$ cat src/rtl/bus_sequencer.sv
// ==== bus_sequencer: fetch/decode/execute control sequencer with programmer bus arbitration ====
// ==== Rev 1.0 ====
`default_nettype none

module bus_sequencer #(
  parameter int CNT_W = 8,
  parameter int SEL_W = 4
) (
  input  logic             CLK,
  input  logic             RESET,
  input  logic             GO,
  input  logic             PRGM,
  input  logic             PRGM_ADDR_STB,
  input  logic             PRGM_DATA_STB,
  input  logic [3:0]       IR_OPCODE,
  input  logic             ZF,
  output logic [SEL_W-1:0] SEL,
  output logic             PC_EN,
  output logic             PC_LD,
  output logic             MAR_LD,
  output logic             RAM_WE,
  output logic             IR_LD,
  output logic             A_LD,
  output logic             B_LD,
  output logic             OUT_LD,
  output logic             CPU_CLR,
  output logic [2:0]       ALU_OP,
  output logic             HLT,
  output logic [2:0]       T_STEP,
  output logic [CNT_W-1:0] INSTR_CNT
);

  typedef enum logic [2:0] {
    S_IDLE = 3'd0,
    S_PROG = 3'd1,
    S_T0   = 3'd2,
    S_T1   = 3'd3,
    S_T2   = 3'd4,
    S_T3   = 3'd5,
    S_T4   = 3'd6,
    S_HALT = 3'd7
  } state_t;

  localparam logic [3:0] OP_LDA = 4'h0;
  localparam logic [3:0] OP_ADD = 4'h1;
  localparam logic [3:0] OP_SUB = 4'h2;
  localparam logic [3:0] OP_STA = 4'h3;
  localparam logic [3:0] OP_LDI = 4'h4;
  localparam logic [3:0] OP_JMP = 4'h5;
  localparam logic [3:0] OP_JZ  = 4'h6;
  localparam logic [3:0] OP_OUT = 4'hE;
  localparam logic [3:0] OP_HLT = 4'hF;

  localparam logic [SEL_W-1:0] SRC_PC   = SEL_W'(1);
  localparam logic [SEL_W-1:0] SRC_RAM  = SEL_W'(2);
  localparam logic [SEL_W-1:0] SRC_IR   = SEL_W'(3);
  localparam logic [SEL_W-1:0] SRC_A    = SEL_W'(4);
  localparam logic [SEL_W-1:0] SRC_ALU  = SEL_W'(5);
  localparam logic [SEL_W-1:0] SRC_PRGM = SEL_W'(6);

  state_t           state;
  logic             clr_pend;
  logic             last_step;
  logic [CNT_W-1:0] instr_cnt;

  // IR is only loaded at the end of T1, so the opcode is consulted from T2 on.
  always_comb begin
    last_step = 1'b0;
    case (state)
      S_T2:    last_step = !(IR_OPCODE inside {OP_LDA, OP_ADD, OP_SUB, OP_STA});
      S_T3:    last_step = (IR_OPCODE == OP_LDA) || (IR_OPCODE == OP_STA);
      S_T4:    last_step = 1'b1;
      default: last_step = 1'b0;
    endcase
  end

  always_ff @(posedge CLK) begin
    if (RESET) begin
      state     <= S_IDLE;
      clr_pend  <= 1'b0;
      instr_cnt <= '0;
    end else begin
      clr_pend <= 1'b0;
      if (last_step) instr_cnt <= instr_cnt + CNT_W'(1);
      case (state)
        S_IDLE, S_HALT: begin
          if (PRGM) begin
            state <= S_PROG;
          end else if (GO) begin
            state    <= S_T0;
            clr_pend <= 1'b1;
          end
        end
        S_PROG:  if (!PRGM) state <= S_IDLE;
        S_T0:    state <= S_T1;
        S_T1:    state <= S_T2;
        S_T2: begin
          if (!last_step)                state <= S_T3;
          else if (IR_OPCODE == OP_HLT)  state <= S_HALT;
          else                           state <= S_T0;
        end
        S_T3:    state <= last_step ? S_T0 : S_T4;
        S_T4:    state <= S_T0;
        default: state <= S_IDLE;
      endcase
    end
  end

  // Outputs decode the present state; RESET masks them so an interrupted step emits nothing.
  always_comb begin
    SEL       = '0;
    PC_EN     = 1'b0;
    PC_LD     = 1'b0;
    MAR_LD    = 1'b0;
    RAM_WE    = 1'b0;
    IR_LD     = 1'b0;
    A_LD      = 1'b0;
    B_LD      = 1'b0;
    OUT_LD    = 1'b0;
    CPU_CLR   = 1'b0;
    ALU_OP    = 3'b000;
    HLT       = 1'b0;
    T_STEP    = 3'd0;
    INSTR_CNT = RESET ? '0 : instr_cnt;
    if (!RESET) begin
      HLT     = (state == S_HALT);
      CPU_CLR = clr_pend;
      case (state)
        S_PROG: begin
          SEL    = SRC_PRGM;
          MAR_LD = PRGM_ADDR_STB;
          RAM_WE = PRGM_DATA_STB;
        end
        S_T0: begin
          SEL    = SRC_PC;
          MAR_LD = 1'b1;
        end
        S_T1: begin
          T_STEP = 3'd1;
          SEL    = SRC_RAM;
          IR_LD  = 1'b1;
          PC_EN  = 1'b1;
        end
        S_T2: begin
          T_STEP = 3'd2;
          case (IR_OPCODE)
            OP_LDA, OP_ADD, OP_SUB, OP_STA: begin SEL = SRC_IR; MAR_LD = 1'b1; end
            OP_LDI: begin SEL = SRC_IR; A_LD = 1'b1; end
            OP_JMP: begin SEL = SRC_IR; PC_LD = 1'b1; end
            OP_JZ:  if (ZF) begin SEL = SRC_IR; PC_LD = 1'b1; end
            OP_OUT: begin SEL = SRC_A; OUT_LD = 1'b1; end
            default: ;
          endcase
        end
        S_T3: begin
          T_STEP = 3'd3;
          case (IR_OPCODE)
            OP_LDA:         begin SEL = SRC_RAM; A_LD = 1'b1; end
            OP_ADD, OP_SUB: begin SEL = SRC_RAM; B_LD = 1'b1; end
            OP_STA:         begin SEL = SRC_A; RAM_WE = 1'b1; end
            default: ;
          endcase
        end
        S_T4: begin
          T_STEP = 3'd4;
          SEL    = SRC_ALU;
          A_LD   = 1'b1;
          ALU_OP = (IR_OPCODE == OP_SUB) ? 3'b001 : 3'b000;
        end
        default: ;
      endcase
    end
  end

endmodule

`default_nettype wire

$ cat config.mk
export PLATFORM = sky130hd
export DESIGN_NAME = bus_sequencer
export DESIGN_NICKNAME = d
export VERILOG_FILES = /design/src/rtl/bus_sequencer.sv
export SDC_FILE = /design/constraint.sdc
export NUM_CORES = 1
export LEC_CHECK = 0
export CORE_AREA = 2 2 64 66
export DETAILED_ROUTE_END_ITERATION = 12
export DIE_AREA = 0 0 66 68
export HOLD_SLACK_MARGIN = 0.03
export MAX_ROUTING_LAYER = met4
export SLEW_MARGIN = 20
export SYNTH_ARGS = -nofsm -noshare
export SYNTH_HDL_FRONTEND = slang
export SYNTH_SLANG_ARGS = --single-unit
$ cat constraint.sdc
create_clock -name CLK -period 1.9 [get_ports CLK]
set_input_delay 0.285 -clock CLK [delete_from_list [all_inputs] [get_ports CLK]]
set_output_delay 0.285 -clock CLK [all_outputs]
set_load 0.02 [all_outputs]
Word-level counts from Yosys, hierarchy flattened
Index checks and enable logic that the tools add are counted.
- muxes and demuxes: 44
- bitwise logic cells: 1
- reduce and logical (&&, ||, !) cells: 12
- equal/unequal tests: 17
- $add $sub $neg: 1
- operators with widths (operator ; count):
    $mux W1 ; 24
    $mux W3 ; 8
    $pmux W3 S7 ; 1
    $pmux W3 S6 ; 1
    $eq A3 B3 Y1 const B ; 4
    $eq A4 B3 Y1 const B ; 3
    $pmux W3 S4 ; 1
    $pmux W1 S3 ; 3
    $pmux W3 S3 ; 1
    $add A8 B1 Y8 const B ; 1
    $eq A4 B2 Y1 const B ; 2
    $eq A4 B4 Y1 const B ; 2
    $mux W8 ; 1
    $eq A3 B2 Y1 const B ; 2
    $pmux W3 S2 ; 1
    $reduce_or A3 Y1 ; 2
    $reduce_or A6 Y1 ; 1
    $eq A4 B1 Y1 const B ; 1
    $logic_not A4 Y1 ; 1
    $pmux W1 S2 ; 2
    $reduce_bool A4 Y1 ; 1
    $reduce_or A2 Y1 ; 2
    $reduce_or A4 Y1 ; 1
    $eq A3 B1 Y1 const B ; 1
    8 further kinds ; 8
- logic and storage cells: 78
- bits in registers: 12
- input port bits: 11

Logic depth before layout (Yosys ltp)
- word-level depth: 6
- depth in mapped cells: 6
- gate-level depth less buffers: 4

Worst setup path after synthesis
Ideal clock, no wire load.
- kind: input to output
- start: in IR_OPCODE[2]
- end: out SEL[2]
- buffers on the path: 2
- arrival: 1691 ps
- required time: 1615 ps
- stages: 6
- path slack: -76 ps
- path through: buf_6 or2_1 buf_6 o22ai_1 a21oi_1 nor4_1
- word-level cells in the longest chain between the ends: 5
- RTL lines (item ; line ; text):
    start, declared ; 15 ; input logic [3:0] IR_OPCODE,
    $eq A4 B1 Y1, or another cell as far along ; 146, 157 ;
    $reduce_or A6 Y1 (no line) / $reduce_or A3 Y1 (equally long branches) ; n/a ;
    $pmux W3 S3 / $pmux W3 S2 (equally long branches) ; 146, 157 ;
    $pmux W3 S6 (*) ; 128 ; case (state)
    $mux W3 (*) ; 125 ; if (!RESET) begin
    end, declared ; 17 ; output logic [SEL_W-1:0] SEL,
Mark *: on every way between the ends. The rest lies on a longest branch, timed or not.

Final worst setup path
- start: in IR_OPCODE[1]
- end: out A_LD
- word-level cells in the longest chain between the ends: 4
- RTL lines (item ; line ; text):
    $eq A4 B3 Y1 / $logic_not A4 Y1 (equally long branches) ; 146, 157 ;
    $mux W1, on equally long branches ; 146, 157 ;
    $pmux W1 S3 (*) ; 128 ;
    $mux W1 (*) ; 125 ;
    end, declared ; 23 ; output logic A_LD,
Marked as above.

==> run_results.csv <==
group,metric,value,unit
worst_setup_path,max_stage_delay,420,ps
sta,rsz0062_at_grt,"no",
worst_setup_path,startpoint_type,"input pin",
sta,slew_violations,0,
global_routing,grt_pass1_wl,5.76,mm
placement,preCtsSetupSlack,-567,ps
placement,portBuffers,35,
worst_setup_path,cp_cell_sequence,"clkdlybuf4s50_1 > buf_6 > nor3_1 > a21oi_1 > nor3b_1 > buf_2",
routing,dr_wl_met3,147,µm
floorplanning,fp.dieW,66,µm
layout,fin_nets,223,
routing,wl_per_cell,12.6,µm
worst_setup_path,cp_max_fo,9,
routing,drt_iter0_markers,47,
synthesis,synthArstFlopShare,0,%
global_routing,grt_max_degree,16,
sta,hold_ws,564,ps
clock_network,clk_latency,240,ps
floorplanning,initial_utilization,29.3,%
floorplanning,row_count,23,
clock_network,cts_made_buffers,3,
clock_network,clockRootBuffer,"clkbuf_8",
clock_network,cts_tree,"yes",
status,outcome,"finished, final reports clean",
routing,finalWirelength,3.28,mm
worst_setup_path,worstSetupStartpoint,"IR_OPCODE[1]",
worst_setup_path,critical-path-top-delay-family,"buffers and inverters",
sta,worst_slack,71.8,ps
sta,setup_viol_count_final,0,
routing,top_layer_used,"met4",
floorplanning,core,0.00386,mm²
synthesis,synth_area_per_cell,7.53,µm²
routing,drt_pre_antenna_iters,4,
placement,globalplace.congestion,0.866,
layout,syn_to_final_growth,53.0,%
synthesis,synth_edf_count,0,
floorplanning,die_h,68,µm
sta,fin_skew,2.39,ps
worst_setup_path,crit_type,"in -> out",
layout,drive_gt1_share,39.5,%
synthesis,ys_seq_area_share,21.3,%
global_routing,grt_overflow,0,
global_routing,grt_antenna_before_repair,0,
floorplanning,die_area,0.00449,mm²
synthesis,synthFlopType,"dfxtp_1",
sta,hold_viol_final,0,
pwr,power_density,474,mW/mm²
synthesis,netlist_area,0.00113,mm²
worst_setup_path,endpoint_kind,"output pin",
clock_network,htreeDepth,1,
routing,viasPerCell,5.07,
pwr,fin_total_pwr,820,µW
routing,wl_met1,1.38,mm
pwr,power_leakage,0.750,nW
flow_run,cap_violations,0,
synthesis,postSynthCellCount,150,
worst_setup_path,r2r-start,"state[0]",
clock_network,clock_sinks,12,
clock_network,ctsHoldBuffers,0,
global_routing,track_usage,16.7,%
floorplanning,ioPinCount,39,
routing,vias,1319,
worst_setup_path,cp.arrival,1540,ps
sta,fmax,547,MHz
worst_setup_path,reg2reg_slack,170,ps
sta,post-route-min-period,1830,ps
worst_setup_path,worstRegToRegCells,7,
worst_setup_path,cp.depth,6,
synthesis,synth.distinct_cells,46,
global_routing,first_global_vias,1315,
clock_network,cts.clk_slew.worst_paths,50,ps
routing,wl_met2,1.65,mm
min_path,hp-class,"reg -> reg",
placement,place_hpwl,2.60,mm
clock_network,clk_path_buf_depth,2,
routing,drcViolationCount,0,
layout,num_antenna_cells,0,
worst_setup_path,r2r_end,"instr_cnt[0]",
worst_setup_path,crit_required,1620,ps
worst_setup_path,cp.buffers_inverters,3,
routing,ant_nets,0,
synthesis,yosysWarnings,0,
worst_setup_path,slowest_stage,"clkdlybuf4s50_1",
sta,fin_crit_sh,96.2,%
pwr,irDropWorstVdd,0.000200,V
synthesis,synth_seq_cells,12,
worst_setup_path,crit_end,"A_LD",
[placed cells by master (no fill, tap or decap), drive strengths merged, types with 5 or more instances in the layout]
| cell | netlist | layout |
|---|---|---|
| dfxtp | 12 | 12 |
| clkbuf | 7 | 12 |
| nand2b | 5 | 5 |
| nor2b | 12 | 12 |
| a21oi | 8 | 8 |
| clkdlybuf4s50 | 0 | 6 |
| nor4 | 5 | 5 |
| or2 | 5 | 5 |
| nand2 | 8 | 8 |
| mux2 | 7 | 7 |
| buf | 10 | 49 |
| dlygate4sd2 | 0 | 7 |
| nor3 | 5 | 5 |
| a211oi | 5 | 5 |
| nor2 | 20 | 20 |
[through the flow]
stage	cell area (µm²)	instances	setup TNS [ps]	utilization, %
floorplan	1140	152	0	-
global placement	1720	255	-10000	44.5
detailed placement	1720	255	-10290	44.5
CTS	1730	260	-2.72	44.9
global route	1730	260	0	44.8
finish	1730	260	0	44.8
[routing by layer]
layer  global-route usage (%)  vias up
met4                     8.42        0
met2                     29.9       36
met1                     17.8      624
met3                     2.80        8
li1                         -      651
met5                        -        -
[state kept, by name, summed over array words and instances, names as in the netlist]
register and flops:
instr_cnt 8, state 3, clr_pend 1
[cell usage after synthesis, types with 3 or more instances]
library cell  instances  area share, %
a211oi_1              5            3.3
a21oi_1               8            3.5
a31oi_1               3            1.7
a41oi_1               3            2.3
buf_2                 3            1.3
buf_4                 5            3.3
clkbuf_1              7            2.3
dfxtp_1              12             21
inv_1                 3            1.0
mux2_1                5            5.0
nand2_1               8            2.7
nand2b_1              5            2.8
nand4_1               3            1.7
nor2_1               19            6.3
nor2b_1              12            6.6
nor3_1                5            2.2
nor4_1                5            2.8
o21ai_0               3            1.3
or2_2                 4            2.2
[how the worst min path moves through the flow]
stage | start | endpoint | slack [ps] | cells past startpoint
after floorplan | PRGM | state[1] | 400 | 1
after global placement | instr_cnt[6] | instr_cnt[6] | 540 | 2
after detailed placement | instr_cnt[7] | instr_cnt[7] | 550 | 2
after CTS | instr_cnt[7] | instr_cnt[7] | 570 | 2
after global routing | instr_cnt[7] | instr_cnt[7] | 600 | 2
final | instr_cnt[7] | instr_cnt[7] | 560 | 2
[kinds of logic after synthesis]
| family | after synthesis | synth area share, % |
|---|---|---|
| compound gates | 34 | 23.8 |
| fa+ha+maj | 1 | 1.11 |
| simple gates | 71 | 33.3 |
| xor+xnor | 1 | 0.775 |
| buf+inv | 21 | 10.3 |
| mux | 9 | 9.08 |
| flops | 12 | 21.3 |
| other cells | 1 | 0.332 |
[cell type report]
cell class                      instances  area [µm²]
Fill cell                             437        2130
Multi-Input combinational cell        119         842
Timing Repair Buffer                   71         513
Sequential cell                        12         241
Tap cell                               50        62.6
Clock buffer                            4        55.1
Inverter                                4        15.0
[worst min-delay path: cells and delay by family (launching register included)]
kind / cells / cell delay (ps)
DFF: 1 / 300
and+or+nand+nor: 1 / 90
muxes: 1 / 140
[report_power, final]
group          internal (mW)  switching, mW  total, mW
Combinational          0.130          0.146      0.276
Clock                  0.183         0.0956      0.279
Sequential             0.259        0.00636      0.265
[what timing repair did]
item,4_1_cts,5_1_grt
gates resized for setup,82,23
pin swaps,5,3
setup endpoints to repair,30,22
buffers inserted,1,0
Note: power is estimated with default switching activity, not from simulation.
